`src/rtl/aes_ctr_sequencer.sv`:
```
// aes_ctr_sequencer
//
// Runs one external, purely combinational AES engine in counter (CTR) mode.
// A session opens on a start pulse that loads the key and the initial counter
// block. After that, each input block is XORed with AES(key, counter) and
// presented on the output stream. The counter then advances. Encryption and
// decryption are the same operation.
//
// The engine's combinational path is treated as a multicycle path. The engine
// is driven only from registers (key_q, ctr_q). Its output is sampled once,
// on the last of ENGINE_WAIT compute cycles.
//
// Ports
//   clk, rst_n       clock; synchronous active-low reset
//   start            one-cycle pulse, loads key_in / iv_in and opens a session
//   key_in, iv_in    session key and initial counter block
//   busy             session open (state other than idle)
//   in_valid/ready   input block handshake; in_data, in_last
//   out_valid/ready  result handshake; out_data, out_last
//   eng_in, eng_key  to the engine (counter and key registers)
//   eng_out          from the engine
//   ctr_wrap         sticky: low CTR_W counter bits wrapped in this session
module aes_ctr_sequencer #(
    parameter int unsigned N           = 128,
    parameter int unsigned CTR_W       = 32,
    parameter int unsigned ENGINE_WAIT = 2
) (
    input  logic           clk,
    input  logic           rst_n,

    input  logic           start,
    input  logic [N-1:0]   key_in,
    input  logic [127:0]   iv_in,
    output logic           busy,

    input  logic           in_valid,
    output logic           in_ready,
    input  logic [127:0]   in_data,
    input  logic           in_last,

    output logic           out_valid,
    input  logic           out_ready,
    output logic [127:0]   out_data,
    output logic           out_last,

    output logic [127:0]   eng_in,
    output logic [N-1:0]   eng_key,
    input  logic [127:0]   eng_out,

    output logic           ctr_wrap
);

    // Elaboration-time parameter sanity.
    if (N != 128 && N != 192 && N != 256) begin : g_bad_n
        $error("aes_ctr_sequencer: N must be 128, 192 or 256");
    end
    if (CTR_W < 1 || CTR_W > 128) begin : g_bad_ctr_w
        $error("aes_ctr_sequencer: CTR_W must be in 1..128");
    end
    if (ENGINE_WAIT < 1) begin : g_bad_wait
        $error("aes_ctr_sequencer: ENGINE_WAIT must be >= 1");
    end

    localparam int unsigned WaitW = (ENGINE_WAIT > 1) ? $clog2(ENGINE_WAIT) : 1;
    localparam logic [WaitW-1:0] WaitInit = WaitW'(ENGINE_WAIT - 1);

    // Selects the incrementing low CTR_W bits of the counter block. A mask
    // avoids a zero-width upper slice when CTR_W == 128.
    localparam logic [127:0] CtrMask = {128{1'b1}} >> (128 - CTR_W);

    typedef enum logic [1:0] {
        StIdle,
        StReady,
        StCompute,
        StOutput
    } state_e;

    state_e           state_q, state_d;
    logic [N-1:0]     key_q, key_d;
    logic [127:0]     ctr_q, ctr_d;
    logic [127:0]     data_q, data_d;
    logic             last_q, last_d;
    logic [WaitW-1:0] wait_q, wait_d;
    logic [127:0]     out_data_q, out_data_d;
    logic             out_last_q, out_last_d;
    logic             wrap_q, wrap_d;

    logic [127:0]     ctr_inc;
    logic             ctr_at_max;

    // Low bits advance modulo 2^CTR_W. No carry reaches the upper bits.
    assign ctr_inc    = (ctr_q & ~CtrMask) | ((ctr_q + 128'd1) & CtrMask);
    assign ctr_at_max = (ctr_q & CtrMask) == CtrMask;

    always_comb begin
        state_d    = state_q;
        key_d      = key_q;
        ctr_d      = ctr_q;
        data_d     = data_q;
        last_d     = last_q;
        wait_d     = wait_q;
        out_data_d = out_data_q;
        out_last_d = out_last_q;
        wrap_d     = wrap_q;

        unique case (state_q)
            StIdle: begin
                if (start) begin
                    key_d   = key_in;
                    ctr_d   = iv_in;
                    wrap_d  = 1'b0;
                    state_d = StReady;
                end
            end

            StReady: begin
                if (in_valid) begin
                    data_d  = in_data;
                    last_d  = in_last;
                    wait_d  = WaitInit;
                    state_d = StCompute;
                end
            end

            StCompute: begin
                if (wait_q == '0) begin
                    // Engine output has settled; this is its only sample point.
                    out_data_d = eng_out ^ data_q;
                    out_last_d = last_q;
                    ctr_d      = ctr_inc;
                    if (ctr_at_max) begin
                        wrap_d = 1'b1;
                    end
                    state_d    = StOutput;
                end else begin
                    wait_d = wait_q - 1'b1;
                end
            end

            StOutput: begin
                if (out_ready) begin
                    state_d = out_last_q ? StIdle : StReady;
                end
            end

            default: state_d = StIdle;
        endcase
    end

    always_ff @(posedge clk) begin
        if (!rst_n) begin
            state_q    <= StIdle;
            key_q      <= '0;
            ctr_q      <= '0;
            data_q     <= '0;
            last_q     <= 1'b0;
            wait_q     <= '0;
            out_data_q <= '0;
            out_last_q <= 1'b0;
            wrap_q     <= 1'b0;
        end else begin
            state_q    <= state_d;
            key_q      <= key_d;
            ctr_q      <= ctr_d;
            data_q     <= data_d;
            last_q     <= last_d;
            wait_q     <= wait_d;
            out_data_q <= out_data_d;
            out_last_q <= out_last_d;
            wrap_q     <= wrap_d;
        end
    end

    assign busy      = (state_q != StIdle);
    assign in_ready  = (state_q == StReady);
    assign out_valid = (state_q == StOutput);
    assign out_data  = out_data_q;
    assign out_last  = out_last_q;
    assign eng_in    = ctr_q;
    assign eng_key   = key_q;
    assign ctr_wrap  = wrap_q;

endmodule

```
`config.mk`:
```
export PLATFORM = sky130hd
export DESIGN_NAME = aes_ctr_sequencer
export DESIGN_NICKNAME = d
export VERILOG_FILES = /design/src/rtl/aes_ctr_sequencer.sv
export SDC_FILE = /design/constraint.sdc
export NUM_CORES = 1
export LEC_CHECK = 0
export CAP_MARGIN = 20
export CORE_AREA = 2 2 349 351
export CTS_CLUSTER_DIAMETER = 30
export DETAILED_ROUTE_END_ITERATION = 8
export DIE_AREA = 0 0 351 353
export PLACE_DENSITY = 0.39
export SYNTH_ARGS = -nofsm -noshare
export SYNTH_HDL_FRONTEND = slang
export SYNTH_SLANG_ARGS = --single-unit
```
`constraint.sdc`:
```
create_clock -name clk -period 2.49 [get_ports clk]
set_clock_uncertainty 0.1 [all_clocks]
set_input_delay 0.498 -clock clk [delete_from_list [all_inputs] [get_ports clk]]
set_output_delay 0.498 -clock clk [all_outputs]
set_load 0.03 [all_outputs]
```
; ---- Yosys cells after proc, flatten, opt, wreduce, memory -nomap -nowiden
; Index checks and enable logic that the tools add are counted.
[totals]
ff_bits = 518
in_bits = 518
out_inout_bits = 389
elab_cells = 50
[op_classes]
addsub = 2
n_eq_ne = 9
muxes = 16
bitwise = 3
n_reduce_logical = 11
[ops]
columns = operator, count
row1 = 128-bit 2-to-1 mux, 2
row2 = 128-bit one-hot mux with 2 select lines, 1
row3 = 128-bit by 32-bit OR with 128-bit output, 1
row4 = 128-bit XOR, 1
row5 = "32-bit by 1-bit adder with 32-bit output, second input constant", 1
row6 = "32-bit == test, second input constant", 1
row7 = 2-bit 2-to-1 mux, 4
row8 = "2-bit != test, second input constant", 4
row9 = 2-bit one-hot mux with 4 select lines, 1
row10 = 2-bit AND reduction, 4
row11 = 4-bit AND reduction, 2
row12 = 1-bit 2-to-1 mux, 6
row13 = 2-bit nonzero test, 3
row14 = "2-bit == test, second input constant", 2
row15 = 1-bit one-hot mux with 2 select lines, 2
row16 = 3-bit AND reduction, 1
row17 = "2-bit by 1-bit == test with 1-bit output, second input constant", 1
row18 = 2-bit logical NOT, 1
row19 = "2-bit by 1-bit != test with 1-bit output, second input constant", 1
row20 = 1-bit inverter, 1
row21 = "1-bit subtractor, second input constant", 1

; ---- Depth between registers and ports, before layout
; Gate-level depths: netlist of run 1.
[logic_depth]
depth_word = 4
depth_mapped = 11
ltp_nobuf = 7

; ---- Worst setup path after synthesis of run 1
; No wires, ideal clock.
[synth_timing]
path_type = register to register
start = register ctr_q[11], in the netlist eng_in[11]
end = register ctr_q[29], in the netlist eng_in[29]
setup_time_ps = 70
arrival_time_ps = 2187
t_required_ps = 2320
setup_slack_ps = 133
path_stages_with_launch = 7
path_buffers = 1
synth_period_minus_slack_ps = 2357
path_cell_list = dfxtp_1 > clkbuf_2 > nand4_1 > or4_1 > nor3_1 > mux2_2 > a21oi_1
[synth_via]
elab_chain_len = 4
[synth_lines]
columns = element, line_no
row1 = start: declaration, 80  ; logic [127:0] ctr_q, ctr_d;
row2 = start signal: assignment, 164  ; ctr_q <= ctr_d;
row3 = 32-bit by 1-bit adder with 32-bit output, 92  ; assign ctr_inc = (ctr_q & ~CtrMask) | ((ctr_q + 128'd1) & CtrMask);
row4 = 128-bit by 32-bit OR with 128-bit output, 92
row5 = 128-bit 2-to-1 mux, 126  ; if (wait_q == '0) begin
row6 = 128-bit one-hot mux with 2 select lines, 106  ; unique case (state_q)
; No other way between the ends. The select of a mux whose other input is x is not followed.
; A chain may end at the register's enable or synchronous reset.

; ---- Worst setup path in the final report of run 1
[layout_timing]
start = register out_data_q[9], in the netlist out_data[9]
end = output out_data[9]
[layout_lines]
columns = element, line_no
row1 = start: declaration, 84  ; logic [127:0] out_data_q, out_data_d;
row2 = start signal: assignment, 168  ; out_data_q <= out_data_d;
row3 = end: declaration, 43  ; output logic [127:0] out_data,
; No word-level cell between the ends.

==> run summary, run 1 <==
### Worst setup path
- clkdlybuf4s50_1 — standard cell with the maximum stage delay on the critical path
- 1 — crit path buf inv count
- 0.76 ns — CP max stage delay
- 1.89 ns — Required @ worst endpoint
- clkdlybuf4s50_1 — cells along the critical path
- output pin — nature of the critical path endpoint
- state_q[0]$_SDFFE_PN0P_ — Worst R2R Start
- 2 — maximum fanout along the worst path
- buffers and inverters — Crit path max-delay family
- 1.82 ns — Crit path arrival time
- flip-flop — Setup crit start kind
- 0.21 ns — Reg2Reg Setup Slack
- 8 — path depth of the worst reg2reg path
- eng_in[29]$_SDFFE_PN0P_ — capture point of the worst reg-to-reg path
- reg -> out — critical path start-end classification

### Finish
- clkdlybuf4s50_1 — leading cell type in the layout, fill and taps excluded
- 31.2% — share of the core filled with cells
- 10,400 sq um — sequential cell area in the final layout
- 37,600 sq um — Post-Layout Inst Area
- 12,700 — fill cell count
- clkdlybuf4s50_1, nand2_1, dfxtp_1, a21oi_1, clkbuf_16 — most frequent cells in the layout
- 5,214 — Layout Cells excl Fill
- 89.4% — signed area change from the synthesized netlist to the final layout
- 12.1% — share of post-route cells with drive strength above 1
- 8760 sq um — area used by multi-input combinational logic
- 3,961 — final net count

### STA
- 0 — setup violators final
- 0 — endpoints failing hold
- 0 — number of slew-limit violations in the final report
- no — RSZ-0062 raised after global routing
- 60.6% — relative max-transition margin
- 0.587 ns — transition time at the pin with the least slew margin
- 2.42 ns — Period minus WS final
- 413 MHz — Max Freq
- 0.191 ns — worst hold margin
- 97.2% — period utilization

### Synth
- dfxtp_1 — library cell occupying the most area in the post-synthesis netlist
- 2,432 — gate count after technology mapping
- dfxtp_1, nand2_1, a21oi_1 — ranking of synthesized cells by area
- 52.2% — proportion of netlist area held by the largest area contributor
- 518 — flops & latches, synth
- 52.2% — sequential cell area fraction in the yosys report
- 0% — Post-synth ARST share
- 2,955 — number of nets produced by synthesis
- 8.16 sq um — Avg Synthesized Cell Area
- 0 — number of enable-type register cells in the synthesized netlist
- 0 — count of warnings emitted by yosys
- 61 — number of distinct library cells after synthesis
- 19,900 sq um — netlist area before placement
- dfxtp_1 — most instantiated flip-flop cell in the synthesis netlist

### Place
- 31,600 sq um — placed inst area
- 72.0 mm — total half-perimeter wirelength after legalization and detailed placement
- 0.816 — gp weighted congestion
- 4,887 — cell count after placement
- 906 — number of port buffers

### Outcome
- finished clean — status

### Clock tree
- 518 — CTS Sinks
- 0.75 ns — clock latency reported for the late side of the worst-skew pair
- yes — CTS tree
- 0.04 ns — clock slew seen by the registers of the worst setup and hold paths
- 4 — htree depth
- 175 — clock buffer count from CTS
- 3 — number of buffers on the longest clock path
- clkbuf_16 — root buf cell

### Floorplan
- 16.5% — Initial Utilization
- 351 um — Die W
- 907 — number of top-level pins
- 121,000 sq um — area of the core
- 128 — FP Rows
- 353 um — Die Y
- 124,000 sq um — full die area

### Global routing
- 20 — initial antenna violation count
- 0 — leftover overflow at the end of global routing
- 92 — largest net degree at the start of global routing
- 138 mm — global-route wire length before repair
- 20,500 — number of global-route vias before repair
- 15.1% — overall track demand over capacity in global routing

### Drt
- 47.6 mm — Met2 Wirelength
- 18.6 um — wire per inst
- 37.8 mm — routed length on met1
- 891 — count of routing violations after the opening detailed-route iteration
- 8.92 mm — wire length on met3
- 0 — DRC Markers
- 4 — router iterations before antenna repair
- 20,500 — routed via count
- 3.93 — vias per cell
- met5 — highest routed layer
- 0 — number of routed nets with antenna violations
- 97.1 mm — Total Routed Length

### Worst hold path
- in -> reg — class of the tightest hold or removal check
- in_data[72] — Worst Hold Launch
- 3 — worst hold path cell count
- data_q[72]$_SDFFE_PN0P_ — Hold Path Sink

### Pwr
- 0.646 mV — maximum ir drop on the vdd rail
- 42.2% — part of the total power dissipated in the clock network
- 23.1% — register share of total power
- 35.4% — Switching Fraction
- 1380 nW/um^2 — Power Density
- 18,400 uW — Switch Pwr
- 33,500 uW — Internal Pwr Total
- 34.7% — part of the power in combinational logic
- 0.0138 uW — Leak
- 51,900 uW — Final Total Pwr

### Job
- 0 — Max-cap violations

per-layer routing:
layer	vias up	track usage, %
met2	704	25.6
met5	-	0
li1	10300	-
met3	183	6.61
met1	9318	16.5
met4	26	6.01
kinds of logic after synthesis:
group	count (synthesis)	share of synthesized area (%)
flops	518	52.2
simple gates	983	19.8
mux	16	0.838
compound gates	581	17.2
fa+ha+maj	5	0.315
xor+xnor	128	5.65
buf+inv	201	3.94
cell usage after synthesis (3+ instances only):
| master | count |
|---|---|
| nor2_1 | 155 |
| o211ai_1 | 3 |
| and2_1 | 5 |
| nand2_1 | 737 |
| a31oi_1 | 11 |
| a22oi_1 | 10 |
| or2_2 | 3 |
| mux2i_1 | 11 |
| inv_1 | 12 |
| o221ai_1 | 5 |
| o31a_1 | 4 |
| xnor2_1 | 128 |
| nand4_1 | 16 |
| or3_1 | 7 |
| clkbuf_1 | 162 |
| o21a_1 | 3 |
| and3_1 | 4 |
| buf_2 | 12 |
| ha_1 | 5 |
| nor3_1 | 15 |
| nor2b_1 | 3 |
| mux2_2 | 5 |
| a211oi_1 | 131 |
| nand3_1 | 15 |
| a22o_1 | 3 |
| o21ai_0 | 14 |
| a21oi_1 | 377 |
| dfxtp_1 | 518 |
| nor4_1 | 5 |
| buf_1 | 11 |
what timing repair did:
action	in CTS	in global routing
gates cloned	0	0
hold buffers	0	0
setup endpoints to repair	55	15
buffers inserted	0	0
gates resized for setup	67	15
flip-flops by register name, indices dropped and copies added (netlist names):
signal,cells
ctr_wrap,1
data_q,128
eng_in,128
eng_key,128
last_q,1
out_data,128
out_last,1
state_q,2
wait_q,1
layout make-up:
class                      count  share of cell area (%)
multi-input combinational   1713                    23.3
clock inverter                56                    2.04
tap                         1625                    5.41
clock buffer                 265                    14.0
inverter                      13                   0.163
sequential                   518                    27.6
antenna                        7                  0.0466
timing repair buffer        1017                    27.5
through the flow:
step / worst slack, ns / TNS (ns)
floorplan: 0.133 / 0
global placement: -0.0977 / -0.472
detailed placement: -0.127 / -0.735
CTS: 0.000512 / 0
global route: 0.000571 / 0
finish: 0.0688 / 0
worst max-delay path by stage:
stage,from,endpoint,slack [ns],depth (start not counted)
global placement,start,eng_in[27]$_SDFFE_PN0P_,-0.1,7
detailed placement,start,eng_in[12]$_SDFFE_PN0P_,-0.13,7
CTS,out_data[22]$_SDFFE_PN0P_,out_data[22],0.0005,1
floorplan,eng_in[11]$_SDFFE_PN0P_,eng_in[29]$_SDFFE_PN0P_,0.13,6
global route,out_data[20]$_SDFFE_PN0P_,out_data[20],0.0006,1
finish,out_data[9]$_SDFFE_PN0P_,out_data[9],0.07,1
power by group through the flow:
stage | clock [uW] | sequential, uW | combinational (uW)
finish | 21900 | 12000 | 18000
global route | 23000 | 12300 | 19400
CTS | 22400 | 12000 | 18400
detailed placement | 0 | 12100 | 18500
global placement | 0 | 12100 | 18500
floorplan | 0 | 15800 | 5890
No activity file was read; power rests on OpenSTA's default activity.
==> run 2, diff against run 1 <==
- CELL_PAD_IN_SITES_DETAIL_PLACEMENT: not set -> 2
- CELL_PAD_IN_SITES_GLOBAL_PLACEMENT: not set -> 2
- CORE_AREA: 2 2 349 351 -> 2 2 358 360
- DIE_AREA: 0 0 351 353 -> 0 0 360 362
- PLACE_DENSITY: 0.39 -> 0.61
==> run summary, run 2 (synthesis results as in run 1) <==
### Clock tree
- 174 — clock buffer count from CTS, -0.57%
- 0.04 ns — clock slew seen by the registers of the worst setup and hold paths, about the same
- 3 — number of buffers on the longest clock path, unchanged
- yes — CTS tree
- 518 — CTS Sinks, unchanged
- 4 — htree depth, unchanged
- 0.75 ns — clock latency reported for the late side of the worst-skew pair, about the same
- 0 — hold buffer count at cts, unchanged
- clkbuf_16 — root buf cell

### Finish
- 14,200 — fill cell count, +11%
- 3,970 — final net count, +0.23%
- 12.3% — share of post-route cells with drive strength above 1, +0.23 points
- clkdlybuf4s50_1, nand2_1, dfxtp_1, a21oi_1, clkbuf_16 — most frequent cells in the layout
- 89.9% — signed area change from the synthesized netlist to the final layout
- clkdlybuf4s50_1 — leading cell type in the layout, fill and taps excluded
- 37,700 sq um — Post-Layout Inst Area, +0.28%

### Drt
- 699 — count of routing violations after the opening detailed-route iteration, -22%
- 4.10 — vias per cell, +4.4%
- 4 — router iterations before antenna repair, unchanged
- 0 — DRC Markers, unchanged
- 20.4 um — wire per inst, +9.2%
- 21,600 — routed via count, +5.2%
- 0 — number of routed nets with antenna violations, unchanged
- 107 mm — Total Routed Length, +10%

### Global routing
- 66 — largest net degree at the start of global routing, -28%
- 23,400 — number of global-route vias before repair, +14%
- 33 — initial antenna violation count, +65%
- 154 mm — global-route wire length before repair, +11%
- 15.9% — overall track demand over capacity in global routing, +0.79 points
- 0 — leftover overflow at the end of global routing, unchanged

### Worst setup path
- output pin — nature of the critical path endpoint
- clkdlybuf4s50_1 — standard cell with the maximum stage delay on the critical path
- 2 — maximum fanout along the worst path, unchanged
- 0.74 ns — CP max stage delay, -0.02 ns
- reg -> out — critical path start-end classification
- 1.89 ns — Required @ worst endpoint, about the same
- 1.82 ns — Crit path arrival time, about the same
- flip-flop — Setup crit start kind
- buffers and inverters — Crit path max-delay family
- clkdlybuf4s50_1 — cells along the critical path
- 1 — crit path buf inv count, unchanged

### STA
- 0.546 ns — transition time at the pin with the least slew margin, -0.0406 ns
- 97.0% — period utilization, -0.21 points
- 2.42 ns — Period minus WS final, -0.00527 ns
- 414 MHz — Max Freq, +0.22%
- 0 — endpoints failing hold, unchanged
- 0 — number of slew-limit violations in the final report, unchanged
- 0 — setup violators final, unchanged
- 63.7% — relative max-transition margin, +3.1 points
- no — RSZ-0062 raised after global routing

### Outcome
- finished clean — status

### Floorplan
- 131 — FP Rows, +2.3%
- 360 um — Die W, +2.6%
- 15.7% — Initial Utilization, -0.79 points
- 130,000 sq um — full die area, +5.2%
- 362 um — Die Y, +2.5%
- 127,000 sq um — area of the core, +5.1%
- 907 — number of top-level pins, unchanged

### Pwr
- 19,100 uW — Switch Pwr, +3.8%
- 23.1% — register share of total power, about the same
- 34.7% — part of the power in combinational logic, about the same
- 1390 nW/um^2 — Power Density, +0.69%
- 0.680 mV — maximum ir drop on the vdd rail, +5.2%
- 33,300 uW — Internal Pwr Total, -0.60%
- 52,400 uW — Final Total Pwr, +0.97%
- 36.4% — Switching Fraction, +1.0 points
- 0.0142 uW — Leak, +2.7%
- 42.2% — part of the total power dissipated in the clock network, about the same

### Place
- 80.3 mm — total half-perimeter wirelength after legalization and detailed placement, +11%
- 0.776 — gp weighted congestion, -4.8%
- 906 — number of port buffers, unchanged
- 31,700 sq um — placed inst area, +0.35%

### Worst hold path
- in -> reg — class of the tightest hold or removal check

### Job
- 0 — Max-cap violations, unchanged

[run 2: timing repair]
item	CTS	global route
setup buffers	0	1
endpoints found under the setup margin	96	25
resized for setup	110	24
[run 2: path summary, 6_finish.rpt]
check                                           startpoint                        to  cells past startpoint  slack, ns
worst max register to register     state_q[0]$_SDFFE_PN0P_   eng_in[12]$_SDFFE_PN0P_                      7       0.19
worst max-delay path            out_data[112]$_SDFFE_PN0P_             out_data[112]                      1       0.07
worst min-delay path                             iv_in[40]   eng_in[40]$_SDFFE_PN0P_                      3       0.18
worst min register to register    eng_key[60]$_SDFFE_PN0P_  eng_key[60]$_SDFFE_PN0P_                      2       0.35
[run 2: final cells by class]
class | count | area, sq um | area share [%]
clock buffers | 258 | 5160 | 13.7
flip-flops and latches | 518 | 10400 | 27.5
multi-input cells | 1713 | 8770 | 23.3
well taps | 1662 | 2080 | 5.51
inverters | 13 | 58.8 | 0.156
repair buffers | 1027 | 10400 | 27.5
clock inverters | 52 | 855 | 2.27
diodes | 11 | 27.5 | 0.0730
[run 2: power groups by stage]
stage	Combinational [uW]	Clock (uW)	Sequential, uW
final	18200	22100	12100
after global routing	19700	23200	12400
after CTS	18700	22700	12100
after detailed placement	18800	0	12200
after global placement	18600	0	12100
after floorplan	5890	0	15800
[run 2: tightest hold or removal path: stages]
cell and delay (ns):
clkdlybuf4s50_1 0.40, nand2_1 0.06, a21oi_1 0.05
[run 2: stage by stage]
stage / cells / setup WS [ns] / setup TNS [ns] / util (%) / hold WS [ns]
finish: 5254 / 0.0741 / 0 / 29.8 / 0.183
global route: 5253 / 0.0000187 / 0 / 29.8 / 0.135
detailed placement: 4933 / -0.0554 / -0.225 / 25.0 / 0.349
floorplan: 2432 / 0.133 / 0 / - / 0.336
global placement: 4933 / -0.0638 / -0.252 / 25.0 / 0.342
CTS: 5243 / -0.0505 / -0.0505 / 29.7 / 0.105
[run 2: layer usage]
layer | wire [um] | global-route usage (%) | vias to the layer above
li1 | - | - | 10300
met3 | 9890 | 7.44 | 232
met1 | 39400 | 16.0 | 10300
met5 | 211 | 0 | -
met2 | 54100 | 28.4 | 730
met4 | 3300 | 6.34 | 32
==> run 3, diff against run 2 <==
- PLACE_DENSITY: 0.61 -> not set
- PLACE_DENSITY_LB_ADDON: not set -> 0.1
- clock period: 2.49 -> 2.15 ns (I/O delays scaled with it)
==> run summary, run 3 (synthesis results as in run 1) <==
### Outcome
- finished with violations — status
- setup timing — failing checks

### Worst setup path
- 0.55 ns — CP max stage delay, -0.19 ns
- buf_6 > inv_4 > ha_4 > buf_6 > nor2b_4 > or3_4 > buf_6 > or4b_4 > a31oi_4 — cells along the critical path
- flip-flop — Setup crit start kind
- reg -> reg — critical path start-end classification
- 3 — maximum fanout along the worst path, +1
- 2.86 ns — Crit path arrival time, +1.04 ns
- 2.73 ns — Required @ worst endpoint, +0.84 ns
- buf_6 — cell repeated most along the worst path
- or4b_4 — standard cell with the maximum stage delay on the critical path
- flip-flop — nature of the critical path endpoint

### Pwr
- 40,800 uW — Internal Pwr Total, +22%
- 41.4% — part of the total power dissipated in the clock network, -0.8 points
- 1630 nW/um^2 — Power Density, +17%
- 64,200 uW — Final Total Pwr, +22%
- 21.8% — register share of total power, -1.3 points
- 36.8% — part of the power in combinational logic, +2.1 points
- 23,400 uW — Switch Pwr, +23%
- 0.965 mV — maximum ir drop on the vdd rail, +42%
- 36.4% — Switching Fraction, about the same
- 0.0157 uW — Leak, +11%

### Drt
- 0 — DRC Markers, unchanged
- 22,300 — routed via count, +3.7%
- 21.8 um — wire per inst, +7.3%
- 0 — number of routed nets with antenna violations, unchanged
- 117 mm — Total Routed Length, +9.5%
- 652 — count of routing violations after the opening detailed-route iteration, -6.7%
- 4 — router iterations before antenna repair, unchanged
- 4.17 — vias per cell, +1.6%

### Finish
- 98.2% — signed area change from the synthesized netlist to the final layout
- nand2_1 — leading cell type in the layout, fill and taps excluded
- 4,068 — final net count, +2.5%
- 18.9% — share of post-route cells with drive strength above 1, +6.6 points
- 14,000 — fill cell count, -1.1%
- nand2_1, clkdlybuf4s50_1, dfxtp_1, a21oi_1, dlygate4sd2_1 — most frequent cells in the layout

### Place
- 86.2 mm — total half-perimeter wirelength after legalization and detailed placement, +7.4%
- 0.789 — gp weighted congestion, +1.7%
- -0.470 ns — Setup Slack @ Placement, -0.415 ns
- 906 — number of port buffers, unchanged

### Floorplan
- 360 um — Die W, unchanged
- 127,000 sq um — area of the core, unchanged
- 15.7% — Initial Utilization, unchanged
- 131 — FP Rows, unchanged
- 362 um — Die Y, unchanged
- 907 — number of top-level pins, unchanged
- 130,000 sq um — full die area, unchanged

### STA
- 11 — setup violators final, +11
- 0 — endpoints failing hold, unchanged
- 0.496 ns — transition time at the pin with the least slew margin, -0.0507 ns
- 438 MHz — Max Freq
- 106% — period utilization
- yes — RSZ-0062 raised after global routing
- 67.0% — relative max-transition margin, +3.2 points
- -0.678 ns — Final TNS setup, -0.678 ns
- -0.134 ns — minimum setup slack in the final design, -0.208 ns
- 0 — number of slew-limit violations in the final report, unchanged
- 2.28 ns — Period minus WS final

### Clock tree
- 0.76 ns — clock latency reported for the late side of the worst-skew pair, about the same
- 3 — number of buffers on the longest clock path, unchanged
- 0.04 ns — clock slew seen by the registers of the worst setup and hold paths, about the same
- yes — CTS tree
- 4 — htree depth, unchanged
- 518 — CTS Sinks, unchanged
- clkbuf_16 — root buf cell
- 187 — clock buffer count from CTS, +7.5%
- 0 — hold buffer count at cts, unchanged

### Global routing
- 39 — initial antenna violation count, +18%
- 17.1% — overall track demand over capacity in global routing, +1.1 points
- 0 — leftover overflow at the end of global routing, unchanged
- 166 mm — global-route wire length before repair, +7.4%
- 78 — largest net degree at the start of global routing, +18%
- 24,800 — number of global-route vias before repair, +6.2%

### Job
- 0 — Max-cap violations, unchanged

### Worst hold path
- in -> reg — class of the tightest hold or removal check

-- run 3: cell types whose count changed in the layout (fill, tap and decap cells not counted), moves of 26 or more --
cell,delta
clkdlybuf4s50_1,-266
dlygate4sd2_1,+171
clkdlybuf4s15_1,+59
buf_4,+36
a211oi_1,-30
a211oi_2,+29
clkbuf_16,+26
clkdlybuf4s15_2,+26
-- run 3: stage by stage --
stage	util (%)	hold slack, ns	std cells	instance area [sq um]
3_3_place_gp	25.4	0.342	4977	32200
3_5_place_dp	25.4	0.350	4977	32200
5_1_grt	31.1	0.0734	5356	39300
6_report	31.1	0.118	5360	39400
4_1_cts	30.3	0.0434	5319	38300
2_1_floorplan	-	0.336	2432	19900
-- run 3: layout make-up --
type                       instances  area, sq um  share of cell area [%]
sequential                       518        10400                    26.4
clock buffer                     273         5600                    14.2
timing repair buffer            1112        11200                    28.6
tap                             1662         2080                    5.28
inverter                          13         71.3                   0.181
multi-input combinational       1713         9250                    23.5
antenna                            8         20.0                  0.0509
clock inverter                    61          701                    1.78
-- run 3: routing by layer --
metal | GRT usage [%] | vias to the layer above | wire length (um)
met5 | 0 | - | 332
li1 | - | 10500 | -
met1 | 16.7 | 10900 | 42000
met2 | 31.8 | 712 | 61800
met4 | 5.45 | 54 | 3080
met3 | 7.65 | 233 | 9840
-- run 3: repair_timing --
item	CTS	global route
cloned	0	13
endpoints found under the hold margin	0	0
setup endpoints to repair	606	252
gates resized for setup	622	125
setup buffers	11	21
pin swaps	10	36
-- run 3: path summary, 6_finish.rpt --
path / from / slack, ns / endpoint / depth (start not counted)
worst max-delay path: state_q[1]$_SDFFE_PN0P_ / -0.13 / eng_in[15]$_SDFFE_PN0P_ / 9
worst min-delay path: iv_in[127] / 0.12 / eng_in[127]$_SDFFE_PN0P_ / 3
worst max register to register: state_q[1]$_SDFFE_PN0P_ / -0.13 / eng_in[15]$_SDFFE_PN0P_ / 9
worst min register to register: eng_key[127]$_SDFFE_PN0P_ / 0.35 / eng_key[127]$_SDFFE_PN0P_ / 2
-- run 3: critical path, delay by kind of cell, from the launching register on --
family	cells	cell delay, ns
AOI/OAI and AO/OA	1	0.18
adders and majority gates	1	0.16
buffers and inverters	4	0.38
DFF	1	0.32
and+or+nand+nor	3	1.07
-- run 3: power groups by stage --
| stage | clock network (uW) | logic, uW | registers [uW] |
|---|---|---|---|
| after global placement | 0 | 22200 | 14000 |
| final | 26600 | 23600 | 14000 |
| after floorplan | 0 | 6910 | 18300 |
| after detailed placement | 0 | 22700 | 14200 |
| after CTS | 27200 | 21900 | 14000 |
| after global routing | 27900 | 25500 | 14400 |
